### src/rtl/debug_abstract_cmd_encoder_pkg.sv
// Shared types, RV32 encoding constants and instruction encoders for the debug abstract command encoder.
package debug_abstract_cmd_encoder_pkg;

  localparam logic [6:0] OP_LUI    = 7'b0110111;
  localparam logic [6:0] OP_IMM    = 7'b0010011;
  localparam logic [6:0] OP_SYSTEM = 7'b1110011;
  localparam logic [2:0] F3_ADDI   = 3'b000;
  localparam logic [2:0] F3_CSRRW  = 3'b001;
  localparam logic [2:0] F3_CSRRS  = 3'b010;

  localparam logic [15:0] REGNO_CSR_LAST  = 16'h0FFF;
  localparam logic [15:0] REGNO_GPR_FIRST = 16'h1000;
  localparam logic [15:0] REGNO_GPR_LAST  = 16'h101F;

  localparam int STEP_W = 3;

  typedef struct packed {
    logic        write;
    logic [15:0] regno;
    logic [31:0] data;
  } abstract_cmd_t;

  typedef enum logic [1:0] {
    ST_IDLE,
    ST_EMIT,
    ST_DRAIN,
    ST_DONE
  } state_t;

  function automatic logic [31:0] enc_u(input logic [6:0] op, input logic [4:0] rd,
                                        input logic [19:0] imm);
    return {imm, rd, op};
  endfunction

  function automatic logic [31:0] enc_i(input logic [6:0] op, input logic [2:0] f3,
                                        input logic [4:0] rd, input logic [4:0] rs1,
                                        input logic [11:0] imm);
    return {imm, rs1, f3, rd, op};
  endfunction

  function automatic logic [31:0] enc_csr(input logic [2:0] f3, input logic [4:0] rd,
                                          input logic [11:0] csr, input logic [4:0] rs1);
    return enc_i(OP_SYSTEM, f3, rd, rs1, csr);
  endfunction

  // Upper immediate pre-compensated for the sign extension ADDI applies to the low 12 bits.
  function automatic logic [19:0] lui_hi(input logic [31:0] data);
    return data[31:12] + {19'd0, data[11]};
  endfunction

endpackage

### src/rtl/debug_instr_sequencer_rom.sv
// Maps (command, step) to the instruction for that step, plus the sequence's last and restore step indices.
module debug_instr_sequencer_rom
  import debug_abstract_cmd_encoder_pkg::*;
#(
  parameter int          TEMP_REG      = 8,
  parameter logic [11:0] DSCRATCH_ADDR = 12'h7B2
) (
  input  logic [STEP_W-1:0] step,
  input  abstract_cmd_t     cmd,
  output logic [31:0]       instr,
  output logic              last_step,
  output logic [STEP_W-1:0] restore_step,
  output logic              is_csr
);
  localparam logic [4:0] T = 5'(TEMP_REG);

  logic        is_gpr;
  logic [4:0]  gpr;
  logic [11:0] csr;
  logic [19:0] hi;
  logic [11:0] lo;
  logic [31:0] swap;

  assign is_gpr = (cmd.regno[15:5] == REGNO_GPR_FIRST[15:5]);
  assign gpr    = cmd.regno[4:0];
  assign csr    = cmd.regno[11:0];
  assign hi     = lui_hi(cmd.data);
  assign lo     = cmd.data[11:0];
  assign swap   = enc_csr(F3_CSRRW, T, DSCRATCH_ADDR, T);

  always_comb begin
    instr        = '0;
    last_step    = 1'b0;
    restore_step = '0;
    is_csr       = !is_gpr;
    case ({is_gpr, cmd.write})
      2'b11: begin
        instr     = (step == 3'd0) ? enc_u(OP_LUI, gpr, hi) : enc_i(OP_IMM, F3_ADDI, gpr, gpr, lo);
        last_step = (step == 3'd1);
      end
      2'b10: begin
        instr     = enc_csr(F3_CSRRW, 5'd0, DSCRATCH_ADDR, gpr);
        last_step = 1'b1;
      end
      2'b01: begin
        restore_step = 3'd4;
        last_step    = (step == 3'd4);
        case (step)
          3'd0:    instr = swap;
          3'd1:    instr = enc_u(OP_LUI, T, hi);
          3'd2:    instr = enc_i(OP_IMM, F3_ADDI, T, T, lo);
          3'd3:    instr = enc_csr(F3_CSRRW, 5'd0, csr, T);
          default: instr = swap;
        endcase
      end
      default: begin
        restore_step = 3'd2;
        last_step    = (step == 3'd2);
        case (step)
          3'd0:    instr = swap;
          3'd1:    instr = enc_csr(F3_CSRRS, T, csr, 5'd0);
          default: instr = swap;
        endcase
      end
    endcase
  end

endmodule

### src/rtl/debug_abstract_cmd_encoder.sv
// Turns debug abstract register-access commands into RV32 instruction streams and reports completion.
module debug_abstract_cmd_encoder
  import debug_abstract_cmd_encoder_pkg::*;
#(
  parameter int          TEMP_REG        = 8,
  parameter logic [11:0] DSCRATCH_ADDR   = 12'h7B2,
  parameter int          MAX_OUTSTANDING = 4
) (
  input  logic        clk,
  input  logic        rst,
  input  logic        cmd_valid,
  output logic        cmd_ready,
  input  logic        cmd_write,
  input  logic [15:0] cmd_regno,
  input  logic [31:0] cmd_data,
  output logic        cmd_done,
  output logic        cmd_err,
  output logic        instr_valid,
  input  logic        instr_ready,
  output logic [31:0] instr,
  input  logic        instr_retired,
  input  logic        instr_exception
);
  localparam int OW = $clog2(MAX_OUTSTANDING + 1);
  localparam logic [OW-1:0] MAX_CNT = OW'(MAX_OUTSTANDING);

  state_t            state;
  abstract_cmd_t     cmd_q;
  abstract_cmd_t     cmd_in;
  logic [STEP_W-1:0] step;
  logic [STEP_W-1:0] step_adv;
  logic [OW-1:0]     outstanding;
  logic [OW-1:0]     out_n;
  logic              err;
  logic              hs;
  logic              retire;
  logic              retire_exc;
  logic              unsupported;
  logic              x0_write;
  logic [31:0]       rom_instr;
  logic              rom_last;
  logic [STEP_W-1:0] rom_restore;
  logic              rom_is_csr;

  debug_instr_sequencer_rom #(
    .TEMP_REG      (TEMP_REG),
    .DSCRATCH_ADDR (DSCRATCH_ADDR)
  ) u_rom (
    .step         (step),
    .cmd          (cmd_q),
    .instr        (rom_instr),
    .last_step    (rom_last),
    .restore_step (rom_restore),
    .is_csr       (rom_is_csr)
  );

  // instr_valid/instr hold until instr_ready; the only exception is an instr_exception
  // redirect, which withdraws an unaccepted instruction in favour of the restore swap or nothing.
  assign instr       = instr_valid ? rom_instr : '0;
  assign cmd_err     = err;
  assign cmd_in      = {cmd_write, cmd_regno, cmd_data};
  assign unsupported = (cmd_regno > REGNO_GPR_LAST);
  assign x0_write    = cmd_write && (cmd_regno == REGNO_GPR_FIRST);
  assign hs          = instr_valid && instr_ready;
  assign retire      = (instr_retired || instr_exception) && (outstanding != '0);
  assign retire_exc  = instr_exception && (outstanding != '0);
  assign out_n       = outstanding + OW'(hs) - OW'(retire);
  assign step_adv    = hs ? step + 3'd1 : step;

  always_ff @(posedge clk) begin
    if (rst) begin
      state       <= ST_IDLE;
      cmd_q       <= '0;
      step        <= '0;
      outstanding <= '0;
      err         <= 1'b0;
      instr_valid <= 1'b0;
      cmd_ready   <= 1'b1;
      cmd_done    <= 1'b0;
    end else begin
      outstanding <= out_n;
      cmd_done    <= 1'b0;
      case (state)
        ST_IDLE: begin
          if (cmd_valid) begin
            cmd_q     <= cmd_in;
            err       <= unsupported;
            step      <= '0;
            cmd_ready <= 1'b0;
            if (unsupported || x0_write) begin
              state    <= ST_DONE;
              cmd_done <= 1'b1;
            end else begin
              state       <= ST_EMIT;
              instr_valid <= (out_n < MAX_CNT);
            end
          end
        end
        ST_EMIT: begin
          if (retire_exc) err <= 1'b1;
          if (hs && rom_last) begin
            state       <= ST_DRAIN;
            step        <= step_adv;
            instr_valid <= 1'b0;
          end else if (retire_exc) begin
            // Once the temp GPR is parked in DSCRATCH, it must be swapped back.
            if (rom_is_csr && (step_adv != '0)) begin
              step        <= rom_restore;
              instr_valid <= (out_n < MAX_CNT);
            end else begin
              state       <= ST_DRAIN;
              instr_valid <= 1'b0;
            end
          end else begin
            step        <= step_adv;
            instr_valid <= (out_n < MAX_CNT);
          end
        end
        ST_DRAIN: begin
          if (retire_exc) err <= 1'b1;
          if (outstanding == '0) begin
            state    <= ST_DONE;
            cmd_done <= 1'b1;
          end
        end
        default: begin
          state     <= ST_IDLE;
          cmd_ready <= 1'b1;
        end
      endcase
    end
  end

endmodule
### config.mk
export PLATFORM = sky130hd
export DESIGN_NAME = debug_abstract_cmd_encoder
export DESIGN_NICKNAME = d
export VERILOG_FILES = /design/src/rtl/debug_abstract_cmd_encoder_pkg.sv /design/src/rtl/debug_instr_sequencer_rom.sv /design/src/rtl/debug_abstract_cmd_encoder.sv
export SDC_FILE = /design/constraint.sdc
export NUM_CORES = 1
export LEC_CHECK = 0
export CAP_MARGIN = 20
export CORE_MARGIN = 5
export CORE_UTILIZATION = 50
export CTS_BUF_LIST = sky130_fd_sc_hd__clkbuf_8
export CTS_CLUSTER_DIAMETER = 200
export DETAILED_ROUTE_END_ITERATION = 10
export GPL_TIMING_DRIVEN = 0
export HOLD_SLACK_MARGIN = 0.08
export PLACE_DENSITY = 0.9
export SETUP_SLACK_MARGIN = 0.4
export SKIP_LAST_GASP = 1
export SLEW_MARGIN = 20
export SYNTH_ARGS = -nofsm -noshare
export SYNTH_HDL_FRONTEND = slang
export SYNTH_HIERARCHICAL = 1
export SYNTH_SLANG_ARGS = --single-unit
### constraint.sdc
create_clock -name clk -period 4.9 [get_ports clk]
set_input_delay 0.735 -clock clk [delete_from_list [all_inputs] [get_ports clk]]
set_output_delay 0.735 -clock clk [all_outputs]
set_load 0.1 [all_outputs]
Yosys cells after proc, flatten, opt, wreduce, memory -nomap -nowiden

Index checks and enable logic that the tools add are counted.

Word-level logic and storage cells: 94
Output and inout port bits: 36
Flip-flop bits (word level): 61
Input port bits: 55

Reduce and logical (&&, ||, !) cells: 24
Bitwise gates (word level): 1
Multiplexer cells: 35
Eq/ne operators: 18
Add/subtract/negate cells: 4
$lt $le $gt $ge: 2

Operator list:

| kind                   | number |
|---|---|
| $pmux W32 S3           | 2 |
| $mux W32               | 3 |
| $add A20 B1 Y20        | 1 |
| $eq A16 B13 Y1 const B | 1 |
| $gt A16 B13 Y1 const B | 1 |
| $mux W3                | 5 |
| $mux W2                | 6 |
| $pmux W3 S2            | 2 |
| $eq A11 B8 Y1 const B  | 1 |
| $mux W1                | 11 |
| $reduce_and A3 Y1      | 3 |
| $pmux W1 S2            | 4 |
| $eq A2 B2 Y1 const B   | 3 |
| $eq A3 B2 Y1 const B   | 2 |
| $logic_and A1 B1 Y1    | 6 |
| $logic_not A3 Y1       | 2 |
| $ne A2 B2 Y1 const B   | 3 |
| $ne A3 B3 Y1 const B   | 2 |
| $pmux W2 S3            | 1 |
| $reduce_bool A3 Y1     | 2 |
| $eq A2 B1 Y1 const B   | 2 |
| $ne A4 B4 Y1 const B   | 1 |
| $reduce_and A2 Y1      | 2 |
| $reduce_and A4 Y1      | 1 |
| other kinds (14)       | 17 |

Depth between registers and ports, before layout

Gate-level depths: netlist of the first run.

Depth in word-level cells: 8
Depth in mapped cells: 12
Depth with buffers taken out: 11

By module

Netlist of the first run, hierarchy kept.

Modules (own cells, without submodules):

| module                     | area an instance (sq um) | cells each | instances |
|---|---|---|---|
| debug_abstract_cmd_encoder | 2822.7                   | 360        | 1 |
| debug_instr_sequencer_rom  | 1146.1                   | 187        | 1 |

Worst setup path before layout of the first run

No wires, ideal clock.

Path kind: flip-flop to output port
Start point: register cmd_q[11] (netlist name)
End point: output instr[30]
Path slack: 1.668 ns
Data arrival time: 2.497 ns
Required time: 4.165 ns
Stages on the path, launching flop included: 9
Cells stage by stage: dfxtp_1 ha_1 nand3_1 or3_1 buf_2 o31a_1 a22o_1 a21oi_2 and2_1

Longest elaborated chain between the ends: 4

Ends and longest elaborated chain:

| element                                  | RTL line                                                         | source |
|---|---|---|
| from (decl)                              | debug_abstract_cmd_encoder.sv:28                                 | `abstract_cmd_t cmd_q;` |
| from (signal assigned)                   | debug_abstract_cmd_encoder.sv:86                                 | `cmd_q <= cmd_in;` |
| $add A20 B1 Y20 *                        | debug_abstract_cmd_encoder_pkg.sv:48                             | `return data[31:12] + {19'd0, data[11]};` |
| $pmux W32 S3 or $mux W32 (tied branches) | debug_instr_sequencer_rom.sv:48, debug_instr_sequencer_rom.sv:38 |  |
| $pmux W32 S3 *                           | debug_instr_sequencer_rom.sv:36                                  | `case ({is_gpr, cmd.write})` |
| via rom_instr[30]                        | debug_abstract_cmd_encoder.sv:40                                 | `logic [31:0] rom_instr;` |
| $mux W32 *                               | debug_abstract_cmd_encoder.sv:59                                 | `assign instr = instr_valid ? rom_instr : '0;` |
| to (decl)                                | debug_abstract_cmd_encoder.sv:20                                 | `output logic [31:0] instr,` |

Mark *: on every way through the listed nets, which the timed path passes. The rest lies on a longest branch.

Worst setup path after layout of the first run

Start point: register cmd_q[46] (netlist name)
End point: output instr[14]

Longest elaborated chain between the ends: 4

Ends and longest elaborated chain:

| element                                      | RTL line                         | source |
|---|---|---|
| $eq A11 B8 Y1 *                              | debug_instr_sequencer_rom.sv:24  | `assign is_gpr = (cmd.regno[15:5] == REGNO_GPR_FIRST[15:5]);` |
| $eq A2 B1 Y1 or $eq A2 B2 Y1 (tied branches) | debug_instr_sequencer_rom.sv:36  |  |
| $pmux W32 S3 *                               | debug_instr_sequencer_rom.sv:36  |  |
| via rom_instr[14]                            | debug_abstract_cmd_encoder.sv:40 |  |
| $mux W32 *                                   | debug_abstract_cmd_encoder.sv:59 |  |

Marks and branches as above.

==> flow_summary.toml, run 1 <==
[yosys]
synth_edf_count = 0
ys_seq_area_share_pct = 30.8
synth_async_sr_flop_share_pct = 0
synth_cells = 547
synth-seq-cells = 61
syn_area_um2 = 3970
yosys_warnings = 6
synth.distinct_cells = 66
ys.flop_type = "dfxtp_1"
synth.avg_cell_area_um2 = 7.26

[detailed_routing]
drt-pass1-iter-count = 5
vias_per_cell = 5.60
ant_nets = 0
drc = 0
routed_wl_um = 12000
first_iter_violations = 372
wl_per_cell_um = 15.9
vias = 4235

[cells_and_area]
mostFrequentLayoutCell = "nand2_1"
drive_gt1_share_pct = 6.57
postLayoutCellArea_um2 = 5210
fin_cells = 756
area_delta_synth_final_pct = 31.2
nets = 714
antenna_cells = 0
layout_common_cells = "nand2_1, clkdlybuf4s50_1, dfxtp_1, a21oi_1, and2_1"

[timing]
finalSetupViolations = 0
final.setup_skew_ns = 0.00598
fin_crit_ns = 4.44
tightest_slew_ns = 0.997
rsz0062_at_grt = "no"
max_freq_mhz = 225
setup_tns_ns = 0
final-hold-violation-count = 0
max_slew_margin_pct = 33.3
min_period_over_period_pct = 90.7
hold_slack_ns = 0.465
maxSlewViolCount = 0

[cts]
cts_sinks = 61
cts_hold_buf = 0
cts-root-buf = "clkbuf_8"
cts_resized = 0
clock_latency_ns = 0.33
numCtsBuffers = 9
cts_tree = "built"
h-tree-depth = 3
post-cts-setup-buffers = 0
clock_path_buffers = 2
clk_pin_slew_ns = 0.07

[place]
placed_area_um2 = 4990
dp_hpwl_um = 9540
place_inst = 740
portBuffers = 88
gp_congestion = 0.948

[power]
power_switching_w = 0.00105
swShare_pct = 46.9
pwr-share-clk_pct = 19.5
seq_power_share_pct = 31.2
pwr-share-comb_pct = 49.2
internal_power_w = 0.00119
p_leak_nw = 2.11
ir_drop_v = 0.000236
p_per_area_nw_per_um2 = 431

[setup_path]
critPathRequiredTime_ns = 4.16
cp-start-kind = "flop"
path_class = "reg -> out"
critical_path.max_fanout = 10
critPathArrivalTime_ns = 3.71
end_kind = "output port"

[grt]
grt_pass1_wl_um = 18800
first_global_vias = 3961
grt_antenna_before_repair = 0
grt_max_degree = 13
grt_usage_pct = 23.5
grt_overflow_total = 0

[run_status]
status = "finished, final reports clean"

[die]
start_util_pct = 51.4
die_w_um = 99.1
num_io_pins = 91
dieArea_um2 = 9820
rows = 32
die_h_um = 99.1
core_um2 = 7730

[flow_run]
max_cap_viol_count = 0

[hold_path]
hp-class = "reg -> reg"
==> registers in the layout (all words and copies together) (netlist names) <==
name	count
outstanding	3
cmd_err	1
instr_valid	1
cmd_ready	1
step	3
cmd_done	1
state	2
cmd_q	49
==> logic make-up after synthesis <==
family / count (synthesis) / share of synthesized area [%]
simple gates: 254 / 30.7
buf+inv: 55 / 6.43
xor+xnor: 20 / 4.89
other cells: 2 / 0.189
mux: 4 / 1.01
compound gates: 141 / 22.6
fa+ha+maj: 10 / 3.34
flops: 61 / 30.8
==> routing by layer <==
layer	vias up	global-route usage, %	routed length [um]
li1	2078	-	-
met1	1939	30.2	5100
met2	199	40.7	5800
met3	19	3.58	928
met4	0	7.14	158
met5	-	0	0
==> power groups by stage <==
stage	clock network, W	logic, W	registers, W
after global placement	0	0.00106	0.000702
after floorplan	0	0.000747	0.000759
final	0.000438	0.00110	0.000701
after detailed placement	0	0.00109	0.000708
after global routing	0.000465	0.00119	0.000713
after CTS	0.000442	0.00110	0.000697
==> metrics by stage <==
step                      total power [W]  setup WS [ns]  util, %
after floorplan                   0.00151           1.67        -
after global placement            0.00176          0.857     64.6
after detailed placement          0.00180          0.827     64.6
after CTS                         0.00224          0.456     67.0
after global routing              0.00237          0.434     67.4
final                             0.00224          0.457     67.4
==> Yosys cell counts, types with 3 or more instances <==
master / instances / area (um^2)
and2_1: 33 / 206
nand4_1: 4 / 25.0
a21oi_1: 57 / 285
dfxtp_1: 61 / 1220
o22ai_1: 3 / 18.8
xor2_1: 9 / 78.8
and3_1: 7 / 43.8
a21boi_0: 3 / 22.5
a22oi_1: 5 / 37.5
a31oi_1: 9 / 56.3
ha_1: 9 / 113
a21o_1: 3 / 22.5
or3_1: 4 / 25.0
xnor2_1: 10 / 87.6
nor2_1: 30 / 113
buf_4: 5 / 37.5
nor4_1: 4 / 25.0
o311ai_0: 3 / 26.3
nand2_1: 126 / 473
a2bb2oi_1: 3 / 26.3
mux2i_1: 4 / 40.0
a211o_1: 3 / 26.3
inv_1: 17 / 63.8
nor3_1: 14 / 70.1
and2_2: 3 / 22.5
clkbuf_1: 28 / 105
o21ai_0: 23 / 115
nor2b_1: 5 / 31.3
nand2b_1: 5 / 31.3
nand3_1: 7 / 35.0
==> final timing paths <==
kind              from   endpoint  slack [ns]  cells past startpoint
max          cmd_q[46]  instr[14]        0.46                      8
min          cmd_ready  cmd_ready        0.46                      1
max reg2reg  cmd_q[46]   state[0]        1.82                     11
min reg2reg  cmd_ready  cmd_ready        0.46                      1
==> cell type report <==
class | instances | area [um^2]
Fill cell | 635 | 2520
Multi-Input combinational cell | 434 | 2500
Sequential cell | 61 | 1220
Timing Repair Buffer | 88 | 908
Buffer | 38 | 191
Tap cell | 102 | 128
Clock buffer | 9 | 124
Clock inverter | 7 | 67.6
Inverter | 17 | 63.8
==> critical path, stage by stage, from the launching register on <==
cell and delay, ns:
dfxtp_1 0.33, nor4b_2 0.57, nand4_1 0.28, a21boi_2 0.40, nand2_1 0.14, clkbuf_1 0.25, nor2_1 0.14, and2_1 0.12
clkdlybuf4s50_1 1.12
No activity file was read; power rests on OpenSTA's default activity.
==> run 2: changes to the inputs <==
--- a/config.mk
+++ b/config.mk
@@ -5,15 +5,17 @@
 export SDC_FILE = /design/constraint.sdc
 export NUM_CORES = 1
 export LEC_CHECK = 0
+export ABC_CLOCK_PERIOD_IN_PS = 4900
 export CAP_MARGIN = 20
 export CORE_MARGIN = 5
-export CORE_UTILIZATION = 50
+export CORE_UTILIZATION = 45
 export CTS_BUF_LIST = sky130_fd_sc_hd__clkbuf_8
 export CTS_CLUSTER_DIAMETER = 200
+export CTS_CLUSTER_SIZE = 8
 export DETAILED_ROUTE_END_ITERATION = 10
 export GPL_TIMING_DRIVEN = 0
 export HOLD_SLACK_MARGIN = 0.08
-export PLACE_DENSITY = 0.9
+export PLACE_DENSITY = 0.83
 export SETUP_SLACK_MARGIN = 0.4
 export SKIP_LAST_GASP = 1
 export SLEW_MARGIN = 20
==> run 2 against run 1 <==
  * Setup slack gained 0.067 ns
  * Core utilization decreased by 7.1 points
  * Register-to-register slack barely moved
  * Maximum frequency rose by 1.5%
  * Via count is 1.2% higher
  * Highest routed layer unchanged
  * Largest cell class unchanged
  * Hold slack got worse by 0.011 ns
==> flow_summary.toml, run 2 (same netlist as run 1, synthesis figures left out) <==
[run_status]
status = "finished, final reports clean"

[power]
swShare_pct = 46.7
pwr-share-comb_pct = 49.0
power_switching_w = 0.00106
p_per_area_nw_per_um2 = 433
pwr-share-clk_pct = 20.1
ir_drop_v = 0.000309
internal_power_w = 0.00121
seq_power_share_pct = 30.9
p_leak_nw = 2.15

[setup_path]
rr_worst_depth = 11
end_kind = "output port"
cp-start-kind = "flop"
r2r-start = "cmd_q[46]"
startpoint = "cmd_q[46]"
critPathArrivalTime_ns = 3.64
critPathRequiredTime_ns = 4.16
critical_path.max_fanout = 6
reg2reg_slack_ns = 1.81
path_class = "reg -> out"

[detailed_routing]
ant_nets = 0
vias_per_cell = 5.62
wl_per_cell_um = 16.2
drc = 0
vias = 4284
drt-pass1-iter-count = 5
first_iter_violations = 356
routed_wl_um = 12400

[place]
portBuffers = 88
gp_congestion = 0.905
place_inst = 746
placed_area_um2 = 5000
dp_hpwl_um = 9570

[grt]
grt_antenna_before_repair = 0
grt_overflow_total = 0
grt_pass1_wl_um = 20300
grt_max_degree = 13
first_global_vias = 4126
grt_usage_pct = 22.3

[cells_and_area]
mostFrequentLayoutCell = "nand2_1"
fin_cells = 762
layout_common_cells = "nand2_1, clkdlybuf4s50_1, dfxtp_1, a21oi_1, and2_1"
antenna_cells = 0
regMostFlops = "cmd_q"
reg_top3 = "cmd_q x49, outstanding x3, step x3"
nets = 714
drive_gt1_share_pct = 6.73
largest_reg_flops = 49
area_delta_synth_final_pct = 31.7
postLayoutCellArea_um2 = 5230

[timing]
final.setup_skew_ns = 0.00665
max_slew_margin_pct = 33.9
fin_crit_ns = 4.38
min_period_over_period_pct = 89.3
setup_tns_ns = 0
finalSetupViolations = 0
rsz0062_at_grt = "no"
final-hold-violation-count = 0
max_freq_mhz = 229
maxSlewViolCount = 0
tightest_slew_ns = 0.989

[flow_run]
max_cap_viol_count = 0

[die]
rows = 34
core_um2 = 8680
start_util_pct = 45.7
num_io_pins = 91
dieArea_um2 = 10800
die_h_um = 104
die_w_um = 104

[cts]
cts_tree = "built"
cts_resized = 0
cts_sinks = 61
numCtsBuffers = 9
h-tree-depth = 3
clock_latency_ns = 0.33
clk_pin_slew_ns = 0.07
cts-root-buf = "clkbuf_8"
cts_hold_buf = 0
post-cts-setup-buffers = 0
clock_path_buffers = 2

[hold_path]
hp-start = "cmd_q[44]"
hold_depth = 2
hp-class = "reg -> reg"
run 2: changes by cell type in the layout (fill, tap and decap cells not counted):
cell / before / now
inv_1: 18 / 17
clkinvlp_4: 2 / 3
clkinv_4: 1 / 0
clkdlybuf4s50_1: 77 / 75
clkbuf_8: 11 / 12
dlymetal6s2s_1: 11 / 13
run 2: path summary, 6_finish.rpt:
check         endpoint
min reg2reg  cmd_q[44]
max          instr[28]
max reg2reg   state[0]
min          cmd_q[44]
run 2: metal layers:
metal  up-vias  global-route usage [%]  routed length (um)
met5         -                       0                   0
met4         0                    7.40                 174
met3        18                    3.48                 907
met2       196                    36.2                5920
met1      1992                    30.2                5350
li1       2078                       -                   -
run 2: area by class of cell:
class | instances | area [um^2]
flip-flops and latches | 61 | 1220
clock inverters | 6 | 62.6
fillers | 816 | 3450
repair buffers | 88 | 913
plain buffers | 38 | 191
well taps | 108 | 135
inverters | 17 | 63.8
multi-input cells | 434 | 2500
clock buffers | 10 | 138
run 2: metrics by stage:
step                      hold WS (ns)  setup slack, ns  total power (W)  util [%]
after floorplan                  0.429             1.67          0.00151         -
after global placement           0.437            0.877          0.00177      57.6
after detailed placement         0.450            0.810          0.00180      57.6
after CTS                        0.460            0.419          0.00226      59.9
after global routing             0.484            0.411          0.00241      60.3
final                            0.453            0.524          0.00226      60.3
run 2: worst max-delay path, stage by stage (launching register included):
cell and delay, ns:
dfxtp_1 0.32, nor4b_2 0.58, nand4_1 0.29, a21boi_2 0.37, o21ai_0 0.20, a41oi_1 0.21, and2_1 0.18, clkdlybuf4s50_1 1.14
run 2: power groups by stage:
stage	logic [W]	clock network, W	registers [W]
floorplan	0.000747	0	0.000759
global placement	0.00107	0	0.000705
detailed placement	0.00110	0	0.000709
CTS	0.00111	0.000457	0.000698
global route	0.00121	0.000484	0.000713
finish	0.00111	0.000456	0.000700
